<file path="config.mk">
export PLATFORM = sky130hd
export DESIGN_NAME = bcd_7seg_scanner
export DESIGN_NICKNAME = d
export VERILOG_FILES = /design/src/rtl/bcd_7seg_scanner.sv
export SDC_FILE = /design/constraint.sdc
export NUM_CORES = 1
export LEC_CHECK = 0
export BUFFER_PORTS_ARGS = -buffer_cell sky130_fd_sc_hd__buf_2
export CORE_ASPECT_RATIO = 0.7
export CORE_MARGIN = 3
export CORE_UTILIZATION = 27
export CTS_CLUSTER_DIAMETER = 200
export DETAILED_ROUTE_END_ITERATION = 8
export GPL_TIMING_DRIVEN = 0
export PLACE_DENSITY_LB_ADDON = 0.25
export SYNTH_ARGS = -nofsm -noshare
export SYNTH_HDL_FRONTEND = slang
export SYNTH_SLANG_ARGS = --single-unit
</file>
<file path="constraint.sdc">
create_clock -name clk_i -period 1.98 [get_ports clk_i]
set_clock_uncertainty 0.1 [all_clocks]
set_input_delay 0.198 -clock clk_i [delete_from_list [all_inputs] [get_ports clk_i]]
set_output_delay 0.198 -clock clk_i [all_outputs]
set_load 0.05 [all_outputs]
</file>
<file path="src/rtl/bcd_7seg_scanner.sv">
// Time-multiplexed BCD to 7-segment scanner with tear-free shadow loading.
// Optional leading-zero blanking is enabled by defining LEADING_ZERO_BLANK_EN.
module bcd_7seg_scanner #(
    parameter int NUM_DIGITS  = 4,
    parameter int REFRESH_DIV = 50000,
    parameter bit ACTIVE_LOW  = 1'b1
) (
    input  logic                      clk_i,
    input  logic                      reset_ni,
    input  logic [4*NUM_DIGITS-1:0]   din_i,
    input  logic [NUM_DIGITS-1:0]     dp_in_i,
    input  logic                      load_i,
    output logic [6:0]                seg_o,
    output logic                      dp_o,
    output logic [NUM_DIGITS-1:0]     an_o,
    output logic                      upd_pending_o,
    output logic                      frame_tick_o
);

    localparam int IDX_W = (NUM_DIGITS > 1) ? $clog2(NUM_DIGITS) : 1;
    localparam int PRE_W = $clog2(REFRESH_DIV);

    localparam logic [IDX_W-1:0]      IDX_LAST = IDX_W'(NUM_DIGITS - 1);
    localparam logic [PRE_W-1:0]      PRE_LAST = PRE_W'(REFRESH_DIV - 1);
    localparam logic [6:0]            SEG_OFF  = {7{ACTIVE_LOW}};
    localparam logic [NUM_DIGITS-1:0] AN_OFF   = {NUM_DIGITS{ACTIVE_LOW}};

    logic [PRE_W-1:0]        pre_q, pre_d;
    logic [IDX_W-1:0]        idx_q, idx_d;
    logic [4*NUM_DIGITS-1:0] shadow_q, shadow_d;
    logic [NUM_DIGITS-1:0]   shadow_dp_q, shadow_dp_d;
    logic [4*NUM_DIGITS-1:0] disp_q, disp_d;
    logic [NUM_DIGITS-1:0]   disp_dp_q, disp_dp_d;
    logic                    pend_q, pend_d;
    logic                    frame_tick_q;
    logic [6:0]              seg_q, seg_d;
    logic                    dp_q, dp_d;
    logic [NUM_DIGITS-1:0]   an_q, an_d;

    logic                    tick;
    logic                    wrap;
    logic [3:0]              cur_digit;
    logic                    cur_dp;
    logic                    cur_blank;
    logic [NUM_DIGITS-1:0]   blank;
    logic [NUM_DIGITS-1:0]   an_on;
    logic [6:0]              seg_raw;

    function automatic logic [6:0] bcd_glyph(input logic [3:0] v);
        logic [6:0] g;
        case (v)
            4'd0:    g = 7'h3F;
            4'd1:    g = 7'h06;
            4'd2:    g = 7'h5B;
            4'd3:    g = 7'h4F;
            4'd4:    g = 7'h66;
            4'd5:    g = 7'h6D;
            4'd6:    g = 7'h7D;
            4'd7:    g = 7'h07;
            4'd8:    g = 7'h7F;
            4'd9:    g = 7'h6F;
            default: g = 7'h40;
        endcase
        return g;
    endfunction

    // Scan timing and shadow/display handoff at the frame boundary.
    always_comb begin
        tick        = (pre_q == PRE_LAST);
        wrap        = tick && (idx_q == IDX_LAST);
        pre_d       = tick ? '0 : pre_q + PRE_W'(1);
        idx_d       = idx_q;
        shadow_d    = shadow_q;
        shadow_dp_d = shadow_dp_q;
        disp_d      = disp_q;
        disp_dp_d   = disp_dp_q;
        pend_d      = pend_q;
        if (tick) begin
            idx_d = wrap ? '0 : idx_q + IDX_W'(1);
        end
        if (load_i) begin
            shadow_d    = din_i;
            shadow_dp_d = dp_in_i;
        end
        if (wrap) begin
            if (load_i) begin
                disp_d    = din_i;
                disp_dp_d = dp_in_i;
            end else if (pend_q) begin
                disp_d    = shadow_q;
                disp_dp_d = shadow_dp_q;
            end
            pend_d = 1'b0;
        end else if (load_i) begin
            pend_d = 1'b1;
        end
    end

    // A digit is blanked while every digit from the top down to it is zero.
    always_comb begin
        blank = '0;
`ifdef LEADING_ZERO_BLANK_EN
        begin
            logic leading;
            leading = 1'b1;
            for (int i = NUM_DIGITS - 1; i >= 1; i--) begin
                if (disp_q[4*i +: 4] != 4'd0) leading = 1'b0;
                blank[i] = leading;
            end
        end
`endif
    end

    always_comb begin
        cur_digit = 4'd0;
        cur_dp    = 1'b0;
        cur_blank = 1'b0;
        an_on     = '0;
        for (int i = 0; i < NUM_DIGITS; i++) begin
            if (idx_q == IDX_W'(i)) begin
                cur_digit = disp_q[4*i +: 4];
                cur_dp    = disp_dp_q[i];
                cur_blank = blank[i];
                an_on[i]  = 1'b1;
            end
        end
        seg_raw = cur_blank ? 7'h00 : bcd_glyph(cur_digit);
        seg_d   = ACTIVE_LOW ? ~seg_raw : seg_raw;
        dp_d    = cur_dp ^ ACTIVE_LOW;
        an_d    = ACTIVE_LOW ? ~an_on : an_on;
    end

    always_ff @(posedge clk_i or negedge reset_ni) begin
        if (!reset_ni) begin
            pre_q        <= '0;
            idx_q        <= '0;
            shadow_q     <= '0;
            shadow_dp_q  <= '0;
            disp_q       <= '0;
            disp_dp_q    <= '0;
            pend_q       <= 1'b0;
            frame_tick_q <= 1'b0;
            seg_q        <= SEG_OFF;
            dp_q         <= ACTIVE_LOW;
            an_q         <= AN_OFF;
        end else begin
            pre_q        <= pre_d;
            idx_q        <= idx_d;
            shadow_q     <= shadow_d;
            shadow_dp_q  <= shadow_dp_d;
            disp_q       <= disp_d;
            disp_dp_q    <= disp_dp_d;
            pend_q       <= pend_d;
            frame_tick_q <= wrap;
            seg_q        <= seg_d;
            dp_q         <= dp_d;
            an_q         <= an_d;
        end
    end

    assign seg_o         = seg_q;
    assign dp_o          = dp_q;
    assign an_o          = an_q;
    assign upd_pending_o = pend_q;
    assign frame_tick_o  = frame_tick_q;

endmodule

</file>
# Yosys cells after proc, flatten, opt, wreduce, memory -nomap -nowiden
# Memory sizes are Yosys's and may differ from the RTL's.
# Index checks and enable logic that the tools add are counted.
# W data, S select, Z words.
[op_classes]
addsub = 2
mul = 0
n_div = 0
order_cmp = 0
n_eq_ne = 4
shifts = 0
n_mux = 20
bitwise = 3
n_reduce_logical = 5
[ops]
columns = ["op", "n"]
rows = [
  ["$mux W16", 3],
  ["$mux W4", 6],
  ["$add A16 B1 Y16 const B", 1],
  ["$eq A16 B16 Y1 const B", 1],
  ["$mux W1", 10],
  ["$not A7 Y7", 1],
  ["$eq A2 B2 Y1 const B", 2],
  ["$not A4 Y4", 1],
  ["$reduce_bool A2 Y1", 2],
  ["$add A2 B1 Y2 const B", 1],
  ["$eq A2 B1 Y1 const B", 1],
  ["$logic_not A2 Y1", 1],
  ["$mux W2", 1],
  ["$reduce_and A2 Y1", 1],
  ["$logic_and A1 B1 Y1", 1],
  ["$not A1 Y1", 1],
]
[totals]
reg_bits = 72
latch_bits = 0
mem_bits_rw = 0
rom_bits = 112
out_inout_bits = 14
word_cells = 46
n_memories = 1
[memory_table]
columns = ["name", "depth", "width", "read_ports", "rd_clocked_by_memory_dff", "write_ports", "line", "source"]
rows = [
  ["(no name shown)", 16, 7, 1, 0, 0, "51", "case (v)"],
]

# Logic depth before layout (Yosys ltp)
# An unclocked memory read counts as a cell.
[depth]
depth_word = 7
mapped_depth = 10
mapped_depth_nobuf = 9

# Worst setup path after synthesis
# No wires, ideal clock.
[synth_path]
kind = "reg-to-reg"
from = "reg idx_q[0]"
to = "reg seg_q[4] (netlist: seg_o[4])"
t_arrival_ps = 1840
t_required_ps = 1798
setup_slack_ps = -42
path_stages_with_launch = 10
synth_period_minus_slack_ps = 2022
cell_sequence = "dfrtp_1 > inv_1 > ha_1 > nand2_1 > o211ai_1 > o211a_1 > inv_1 > ha_1 > mux2_1 > a22oi_1"
[synth_between]
elab_chain_cells = 7
elab_cells_between_ends = 10
[synth_lines]
columns = ["item", "line", "source"]
rows = [
  ["from (decl)", "29", "logic [IDX_W-1:0] idx_q, idx_d;"],
  ["from (signal assigned)", "148", "idx_q <= idx_d;"],
  ["$logic_not A2 Y1", "120", "if (idx_q == IDX_W'(i)) begin"],
  ["$mux W4 (3 in series)", "120", ""],
  ["$mux W4 *", "120", ""],
  ["$mem_v2 Z16 W7 *", "n/a", ""],
  ["$not A7 Y7 *", "128", "seg_d = ACTIVE_LOW ? ~seg_raw : seg_raw;"],
  ["via seg_d[4]", "36", "logic [6:0] seg_q, seg_d;"],
  ["to (signal assigned)", "155", "seg_q <= seg_d;"],
  ["to (decl)", "36", ""],
]
# The timed path passes the listed nets; every way through them passes the cells marked *.
# A chain may end at the register's enable or synchronous reset.

# Final worst setup path
[layout_path]
from = "reg idx_q[1]"
to = "reg seg_q[4] (netlist: seg_o[4])"
# Same word-level chain as after synthesis.

==> qor.yml <==
outcome: "complete, but fails checks"
violations: "negative setup slack"
die_w_um: 136
wl_per_cell_um: 14.9
port_buffers: 36
r2r_cells: 8
layoutNonFillerInstCount: 476
clockRootBuffer: "clkbuf_16"
cts.sinks: 72
grt_pass1_vias: 2185
fin_nets: 351
dpl_cell_area_um2: 3620
grt_max_degree: 72
hp-class: "primary input to flip-flop"
path_class: "flip-flop to flip-flop"
core_area_um2: 11300
rsz0062_at_grt: "true"
synth_edf_count: 0
ys_types: 44
cp_common_cell: "ha_4"
start_util_pct: 28.3
place_congestion: 0.766
antenna_found_initial: 0
synth_top_cell_area_share_pct: 47.0
clk_path_buf_depth: 2
cp-start-kind: "flip-flop"
viasPerCell: 4.27
r2r_start: "idx_q[1]"
syn_area_per_cell_um2: 13.5
synth_nets: 270
max_stage_delay_ps: 440
syn_to_final_growth_pct: 39.0
finalCritPeriodShare_pct: 106
ys_seq_area_share_pct: 56.9
clk_latency_ps: 330
total_leakage_power_nw: 1.96
dieHeight_um: 97.0
finalHoldViolations: 0
drc_errors: 0
end_kind: "flip-flop"
grt_pass1_wl_mm: 11.8
via_count: 2031
initialDrtViolationCount: 81
fin_area_um2: 4440
slew-limit-headroom_pct: 57.0
finalPower_mw: 3.38
synth_most_common_cell: "dfrtp_1"
ys_ff_latch: 72
finalMaxSlewViolations: 0
synth_area_um2: 3190
async_reset_ff_share_pct: 100
synth_top_cell_by_area: "dfrtp_1"
setup_viol: 7
period_minus_slack_ps: 2100
wirelength_mm: 7.11
final_layout_size_suffix_gt1_share_pct: 55.4
path_cells: "inv_4 > ha_4 > buf_6 > o211ai_1 > o221ai_4 > ha_4 > mux2_4 > a22oi_2"
worst_slack_ps: -125
dp_hpwl_mm: 4.46
gr-total-overflow: 0
fin_setup_tns_ps: -589
grt.total_usage_pct: 11.6
yosys_warnings: 0
worstMarginPinSlew_ps: 645
cp_slowest_cell: "dfrtp_2"
worstPathArrival_ps: 2270
path_clk_slew_ps: 60
ff2ff_setup_slack_ps: -120
cap_viol_max_count: 0
netlist_instances: 237
crit_end: "seg_o[4]"
cpLargestDelayFamily: "compound AO/OA/AOI/OAI gates"
dieArea_um2: 13200
startpoint: "idx_q[1]"
critPathRequiredTime_ps: 2140
placementRows: 32
worstPathBufferInverterCount: 2
synth_top_cells_by_count: "dfrtp_1 (60), mux2_2 (21), mux2_4 (20), nand2_1 (15), nor2_1 (14)"
dp_cells: 427
io_pins: 37
synth_ff_type: "dfrtp_1"
insertedDiodeCount: 0
cts_tree: "built"
synthTopCellsByArea: "dfrtp_1 (47%), dfstp_2 (9.9%), mux2_4 (9.4%)"
powerDensity_nw_per_um2: 762
detail-route-antenna-nets: 0
rr_endpoint: "seg_o[4]"
worst-path-stages: 8
cts_buffers: 9
critPathMaxFanout: 8
min_path_cells: 2
drt_pass1_iterations: 4
ctsHtreeMaxLevel: 3
peakVddDrop_uv: 384
pre_cts_ws_ps: -251
fmax_ghz: 0.475
metrics by stage:
step | hold slack, ps | utilization, %
after detailed placement | -100 | 32.0
after global placement | 306 | 31.8
after global routing | 15.7 | 39.3
after CTS | 12.1 | 38.0
after floorplan | -198 | -
final | 19.7 | 39.3
registers in the layout, indices dropped and copies added (netlist names):
register / flops
an_o: 4
shadow_dp_q: 4
disp_q: 16
shadow_q: 16
frame_tick_o: 1
idx_q: 2
dp_o: 1
pre_q: 16
seg_o: 7
disp_dp_q: 4
upd_pending_o: 1
worst min-delay path by stage:
stage / startpoint / to
after floorplan: reset_ni / disp_dp_q[0]
after global placement: disp_dp_q[3] / dp_o
after detailed placement: reset_ni / shadow_dp_q[2]
after CTS: din_i[4] / shadow_q[4]
after global routing: din_i[4] / shadow_q[4]
final: din_i[8] / shadow_q[8]
cell usage in the layout (no fill, tap or decap), types with 3 or more instances in the layout:
cell type / synthesis / final
nand2_1: 15 / 14
dfstp_2: 12 / 12
o21ai_0: 5 / 4
clkbuf_1: 3 / 3
buf_8: 0 / 4
nand3_1: 5 / 5
a21oi_1: 4 / 3
buf_6: 2 / 5
nor2_1: 14 / 13
a2bb2oi_2: 0 / 3
xnor2_1: 4 / 4
buf_4: 0 / 26
nor2b_1: 3 / 3
clkbuf_16: 0 / 9
xor2_1: 8 / 8
and2_1: 3 / 3
mux2_2: 21 / 20
mux2_4: 20 / 22
dfrtp_1: 60 / 57
dfrtp_2: 0 / 3
inv_1: 8 / 4
buf_2: 2 / 35
clkinv_2: 0 / 4
ha_4: 0 / 7
repair_timing:
action | in CTS | in global routing
buffers inserted | 22 | 9
endpoints found under the setup margin | 27 | 28
hold buffers | 1 | 0
pin swaps | 12 | 5
cloned | 2 | 0
endpoints found under the hold margin | 60 | 0
gates resized for setup | 29 | 24
where the power goes:
| part | internal, mW | leakage, nW | switching [mW] |
|---|---|---|---|
| sequential | 1.51 | 0.893 | 0.00872 |
| clock | 1.13 | 0.158 | 0.598 |
| combinational | 0.0623 | 0.911 | 0.0708 |
metal layers:
metal | GRT usage, % | vias up | routed length (µm) | part of all wire (%)
met3 | 4.37 | 9 | 385 | 5.4
met2 | 14.9 | 37 | 2950 | 42
met4 | 4.65 | 0 | 116 | 1.6
met1 | 17.4 | 1002 | 3650 | 51
li1 | - | 983 | - | -
met5 | 0 | - | 0 | 0
cell families after synthesis:
family / synth area share (%)
flops: 56.9
simple gates: 10.1
mux: 18.1
compound gates: 5.29
buf+inv: 2.43
xor+xnor: 3.29
fa+ha+maj: 3.92
area by class of cell:
class                           count  area [µm²]
Timing Repair Buffer               71         531
Clock inverter                      6        82.6
Multi-Input combinational cell    149        1490
Fill cell                        1097        6850
Inverter                            9        40.0
Tap cell                          153         191
Clock buffer                       10         239
Buffer                              6        45.0
Sequential cell                    72        1820
Power figures use the tool's default switching activity.
